`config.mk`:
```
export PLATFORM = sky130hd
export DESIGN_NAME = fir_result_capture
export DESIGN_NICKNAME = d
export VERILOG_FILES = /design/src/rtl/fir_cap_pkg.sv /design/src/rtl/fir_cap_mem.sv /design/src/rtl/fir_result_capture.sv
export SDC_FILE = /design/constraint.sdc
export NUM_CORES = 1
export LEC_CHECK = 0
export CAP_MARGIN = 20
export CELL_PAD_IN_SITES_DETAIL_PLACEMENT = 1
export CELL_PAD_IN_SITES_GLOBAL_PLACEMENT = 2
export CORE_UTILIZATION = 41
export DETAILED_ROUTE_END_ITERATION = 10
export PLACE_DENSITY = 0.69
export SLEW_MARGIN = 25
export SYNTH_ARGS = -nofsm -noshare
export SYNTH_HDL_FRONTEND = slang
export SYNTH_SLANG_ARGS = --single-unit
```
`constraint.sdc`:
```
create_clock -name i_clk -period 5 [get_ports i_clk]
set_input_delay 1 -clock i_clk [delete_from_list [all_inputs] [get_ports i_clk]]
set_output_delay 1 -clock i_clk [all_outputs]
set_load 0.05 [all_outputs]
```
`src/rtl/fir_cap_pkg.sv`:
```
// Shared types and constants for the fir_filter result capture block.
// FIR_CAP_TSTAMP_EN (optional) enables the trigger timestamp in fir_result_capture.
package fir_cap_pkg;

  localparam int CAP_DATA_W = 10;
  localparam int TSTAMP_W   = 16;

  typedef enum logic [1:0] {
    IDLE    = 2'd0,
    ARMED   = 2'd1,
    CAPTURE = 2'd2,
    DONE    = 2'd3
  } cap_state_e;

endpackage

```
`src/rtl/fir_cap_mem.sv`:
```
// Capture window storage: DEPTH x DATA_W registers, synchronous write and
// asynchronous read so readout data is available in the same cycle as the pointer.
module fir_cap_mem
  import fir_cap_pkg::*;
#(
  parameter int DATA_W = CAP_DATA_W,
  parameter int DEPTH  = 16,
  parameter int AW     = $clog2(DEPTH)
) (
  input  logic              i_clk,
  input  logic              i_we,
  input  logic [AW-1:0]     i_waddr,
  input  logic [DATA_W-1:0] i_wdata,
  input  logic [AW-1:0]     i_raddr,
  output logic [DATA_W-1:0] o_rdata
);

  logic [DATA_W-1:0] mem_q [DEPTH];

  // No reset on the array: contents are only meaningful after a completed capture.
  always_ff @(posedge i_clk) begin
    if (i_we) begin
      mem_q[i_waddr] <= i_wdata;
    end
  end

  assign o_rdata = mem_q[i_raddr];

endmodule

```
`src/rtl/fir_result_capture.sv`:
```
// Arms on command, triggers when the filter result reaches a threshold, records DEPTH
// samples and plays them back over valid/ready. FIR_CAP_TSTAMP_EN adds o_trig_time.
module fir_result_capture
  import fir_cap_pkg::*;
#(
  parameter int DATA_W = CAP_DATA_W,
  parameter int DEPTH  = 16,
  parameter int CNT_W  = $clog2(DEPTH) + 1
) (
  input  logic              i_clk,
  input  logic              i_rst_n,
  input  logic [DATA_W-1:0] i_result,
  input  logic              i_arm,
  input  logic [DATA_W-1:0] i_thresh,
  input  logic              i_abort,
  output logic [DATA_W-1:0] o_rd_data,
  output logic              o_rd_valid,
  input  logic              i_rd_ready,
  output logic              o_armed,
  output logic              o_busy,
  output logic              o_done,
  output logic [CNT_W-1:0]  o_count
`ifdef FIR_CAP_TSTAMP_EN
  ,
  output logic [TSTAMP_W-1:0] o_trig_time
`endif
);

  localparam int AW = CNT_W - 1;

  cap_state_e        state_q, state_d;
  logic [AW-1:0]     wr_ptr_q, wr_ptr_d;
  logic [AW-1:0]     rd_ptr_q, rd_ptr_d;
  logic [CNT_W-1:0]  count_q, count_d;
  logic              armed_q, busy_q, done_q, rd_valid_q;
  logic              we;
  logic              trig;
  logic              rd_xfer;
  logic [DATA_W-1:0] mem_rdata;

  assign trig    = (state_q == ARMED) && !i_abort && (i_result >= i_thresh);
  assign rd_xfer = rd_valid_q && i_rd_ready;

  // Abort overrides everything; the last write leaves wr_ptr at DEPTH-1 so it never wraps.
  always_comb begin
    state_d  = state_q;
    wr_ptr_d = wr_ptr_q;
    rd_ptr_d = rd_ptr_q;
    count_d  = count_q;
    we       = 1'b0;
    if (i_abort) begin
      state_d  = IDLE;
      wr_ptr_d = '0;
      rd_ptr_d = '0;
      count_d  = '0;
    end else begin
      case (state_q)
        IDLE: begin
          if (i_arm) begin
            state_d = ARMED;
          end
        end
        ARMED: begin
          if (trig) begin
            we       = 1'b1;
            state_d  = CAPTURE;
            wr_ptr_d = AW'(1);
            count_d  = CNT_W'(1);
          end
        end
        CAPTURE: begin
          we      = 1'b1;
          count_d = count_q + CNT_W'(1);
          if (count_q == CNT_W'(DEPTH - 1)) begin
            state_d = DONE;
          end else begin
            wr_ptr_d = wr_ptr_q + AW'(1);
          end
        end
        DONE: begin
          if (rd_xfer) begin
            count_d  = count_q - CNT_W'(1);
            rd_ptr_d = rd_ptr_q + AW'(1);
            if (count_q == CNT_W'(1)) begin
              state_d  = IDLE;
              wr_ptr_d = '0;
              rd_ptr_d = '0;
            end
          end
        end
        default: begin
          state_d = IDLE;
        end
      endcase
    end
  end

  // Status flags are decoded from the next state so they line up with state_q.
  always_ff @(posedge i_clk or negedge i_rst_n) begin
    if (!i_rst_n) begin
      state_q    <= IDLE;
      wr_ptr_q   <= '0;
      rd_ptr_q   <= '0;
      count_q    <= '0;
      armed_q    <= 1'b0;
      busy_q     <= 1'b0;
      done_q     <= 1'b0;
      rd_valid_q <= 1'b0;
    end else begin
      state_q    <= state_d;
      wr_ptr_q   <= wr_ptr_d;
      rd_ptr_q   <= rd_ptr_d;
      count_q    <= count_d;
      armed_q    <= (state_d == ARMED);
      busy_q     <= (state_d == ARMED) || (state_d == CAPTURE);
      done_q     <= (state_d == DONE);
      rd_valid_q <= (state_d == DONE);
    end
  end

  fir_cap_mem #(
    .DATA_W (DATA_W),
    .DEPTH  (DEPTH),
    .AW     (AW)
  ) u_mem (
    .i_clk   (i_clk),
    .i_we    (we),
    .i_waddr (wr_ptr_q),
    .i_wdata (i_result),
    .i_raddr (rd_ptr_q),
    .o_rdata (mem_rdata)
  );

  assign o_rd_data  = rd_valid_q ? mem_rdata : '0;
  assign o_rd_valid = rd_valid_q;
  assign o_armed    = armed_q;
  assign o_busy     = busy_q;
  assign o_done     = done_q;
  assign o_count    = count_q;

`ifdef FIR_CAP_TSTAMP_EN
  logic [TSTAMP_W-1:0] cyc_q;
  logic [TSTAMP_W-1:0] trig_time_q;

  // Free-running cycle counter; its pre-increment value is latched on the trigger edge.
  always_ff @(posedge i_clk or negedge i_rst_n) begin
    if (!i_rst_n) begin
      cyc_q       <= '0;
      trig_time_q <= '0;
    end else begin
      cyc_q <= cyc_q + TSTAMP_W'(1);
      if (trig) begin
        trig_time_q <= cyc_q;
      end
    end
  end

  assign o_trig_time = trig_time_q;
`endif

endmodule

```
==> results of run 1 <==
Yosys cell counts, types with 4 or more instances:
cell type / count
a21oi_1: 12
and2_1: 11
buf_4: 5
clkbuf_1: 14
dfrtp_1: 18
edfxtp_1: 160
ha_1: 25
inv_1: 20
mux2_2: 4
mux4_2: 50
nand2_1: 21
nand2b_1: 12
nor2_1: 6
nor3_1: 18
o21ai_0: 11
state kept, by name, summed over array words and instances, names as in the netlist:
register     flops
o_count          5
u_mem.mem_q    160
o_armed          1
rd_ptr_q         4
o_busy           1
wr_ptr_q         4
o_rd_valid       1
state_q          2
per-layer routing:
layer	vias up	wire, um	share of wire
met5	-	0	0
met4	0	230	0.013
met3	16	860	0.047
met2	104	8960	0.49
met1	2288	8130	0.45
li1	1884	-	-
power by group:
| part | switching [mW] | leakage (nW) | internal (mW) |
|---|---|---|---|
| clock | 0.538 | 0.257 | 0.727 |
| sequential | 0.0536 | 1.68 | 1.66 |
| combinational | 0.504 | 1.14 | 0.403 |
per-stage QoR:
stage          instance area, um2  hold slack, ps
6_report                     9160             518
5_1_grt                      9160             536
4_1_cts                      9160             634
3_5_place_dp                 8610             618
3_3_place_gp                 8610             612
2_1_floorplan                7730             561
logic make-up after synthesis:
logic type | Yosys count | share of synthesized area
muxes | 56 | 0.154
AOI/OAI and AO/OA | 45 | 0.0385
xor gates and xnor gates | 2 | 0.00227
adders and majority gates | 25 | 0.0405
and+or+nand+nor | 87 | 0.0601
buffers and inverters | 43 | 0.0244
DFF | 178 | 0.680
worst min-delay path by stage:
stage | from | to | slack [ps]
finish | i_rst_n | rd_ptr_q[2]$_DFFE_PN0P_ | 520
global route | i_rst_n | o_count[0]$_DFFE_PN0P_ | 540
CTS | wr_ptr_q[0]$_DFFE_PN0P_ | wr_ptr_q[0]$_DFFE_PN0P_ | 630
detailed placement | wr_ptr_q[0]$_DFFE_PN0P_ | wr_ptr_q[0]$_DFFE_PN0P_ | 620
global placement | wr_ptr_q[0]$_DFFE_PN0P_ | wr_ptr_q[0]$_DFFE_PN0P_ | 610
floorplan | wr_ptr_q[0]$_DFFE_PN0P_ | wr_ptr_q[0]$_DFFE_PN0P_ | 560
cell type report:
| cell class | instances | share of cell area |
|---|---|---|
| repair buffers | 78 | 0.0752 |
| flip-flops and latches | 178 | 0.574 |
| clock inverters | 10 | 0.0123 |
| well taps | 229 | 0.0313 |
| inverters | 20 | 0.00820 |
| clock buffers | 20 | 0.0477 |
| multi-input cells | 215 | 0.251 |
critical path: cells and delay by family, from the launching register on:
kind	cells	cell delay (ps)
mux	2	1100
flops	1	350
buf+inv	2	1170
simple gates	1	190
==> results_dict.tcl, run 1 <==
set metrics [dict create \
    outcome "finished, final reports clean" \
    antenna_found_initial 0 \
    synth.cell_area_um2 7730 \
    nNetsFinal 560 \
    r2r-start "state_q[0]$_DFF_PN0_" \
    ys_ff_latch 178 \
    rr_worst_depth 6 \
    numPortBuffers 43 \
    p_per_area_nw_per_um2 425 \
    yosysWarnings 0 \
    rsz0062_at_grt "no" \
    core_um2 18200 \
    setup_viol 0 \
    fill_cells 1704 \
    dieArea_um2 19400 \
    cp_max_fo 26 \
    slowest_stage "clkdlybuf4s50_1" \
    post-route-period-util 0.853 \
    cts.repair.resized 0 \
    final_core_util 0.503 \
    ir_drop_v 0.000260 \
    clk_pin_slew_ps 60 \
    cts_root_buffer "clkbuf_16" \
    numCtsBuffers 17 \
    layout_common_cells "edfxtp_1, mux4_2, clkdlybuf4s50_1" \
    num_rows 49 \
    syn_inst 436 \
    power_leakage_nw 3.08 \
    fin_ws_ps 733 \
    dominantRegCellSynth "edfxtp_1" \
    timing.critical_path.mode_cell "mux4_2" \
    firstDrtPassIters 4 \
    wire_per_inst_um 24.2 \
    netlist.area_leader.share 0.622 \
    met3_usage 0.0365 \
    seqCellArea_um2 5260 \
    use_met1 0.280 \
    ys_types 47 \
    track_usage 0.204 \
    critPathLaunch "rd_ptr_q[0]$_DFFE_PN0P_" \
    cp.arrival_ps 3270 \
    synth_top_cell_by_area "edfxtp_1" \
    antenna_left 0 \
    hp-class "in2async" \
    finalHoldViolCount 0 \
    maxCapViolCount 0 \
    cts_hold_buf 0 \
    clk_latency_ps 430 \
    grt_pass1_vias 4440 \
    post-route-min-period_ps 4270 \
    grt_start_max_net_pins 44 \
    viasPerCell 5.72 \
    die_x_um 139 \
    initial_core_util 0.424 \
    io_pins 44 \
    yosys-top-cells-area "edfxtp_1, mux4_2, dfrtp_1" \
    max_freq_mhz 234 \
    die_h_um 139 \
    instances_no_fill 750 \
    dp_slack_ps 847 \
    htreeDepth 4 \
    grt_pass1_wl_um 27900 \
    syn-num-nets 486 \
    vias 4292 \
    final.setup.tns_ps 0 \
    drc 0 \
    crit_path_cell_trace "buf_4 > mux4_2 > mux4_2 > and2_1 > clkdlybuf4s50_1" \
    syn_area_per_cell_um2 17.7 \
    post-cts-setup-buffer-count 0 \
    grt.met2_usage 0.332 \
    place.gp.congestion 0.763 \
    clock_skew_ps 8.25 \
    final_max_slew_viol_count 0 \
    path_class "reg2out" \
    tightest_slew_ps 933 \
    final_common_cell "edfxtp_1" \
    crit_path_max_incr_delay_ps 700 \
    finalPower_mw 3.89 \
    drt-total-wl_um 18200 \
    num_antenna_cells 0 \
    cts_tree "done" \
    multi_input_area_um2 2300 \
    endpoint "o_rd_data[7]" \
    dpl.cell_count 720 \
    clkSinkCount 178 \
    grt-busiest-layer "met2" \
    regToRegSetupSlack_ps 2280 \
    drive_gt1_frac 0.236 \
    grt_overflow 0 \
    crit_required_ps 4000 \
    synth_edf_count 160 \
    clock_path_buffers 2 \
    slew_headroom 0.378 \
    ys_seq_area_frac 0.680 \
    async_flop_share 0.101 \
    synthToLayoutAreaGrowth_pct 18.5 \
    drt_iter0_drc 288 \
    crit_path_start_kind "register" \
    end_kind "primary output" \
    dpl.hpwl_um 12000 \
    r2r-end "u_mem.mem_q[1][8]$_DFFE_PP_" \
]
No activity file was read; power rests on OpenSTA's default activity.
==> run 2: changes to the inputs <==
--- a/config.mk
+++ b/config.mk
@@ -9,6 +9,7 @@
 export CELL_PAD_IN_SITES_DETAIL_PLACEMENT = 1
 export CELL_PAD_IN_SITES_GLOBAL_PLACEMENT = 2
 export CORE_UTILIZATION = 41
+export CTS_CLUSTER_SIZE = 24
 export DETAILED_ROUTE_END_ITERATION = 10
 export PLACE_DENSITY = 0.69
 export SLEW_MARGIN = 25
==> results of run 2 <==
No change in the layout: final DEF, timing and power equal those of run 1.
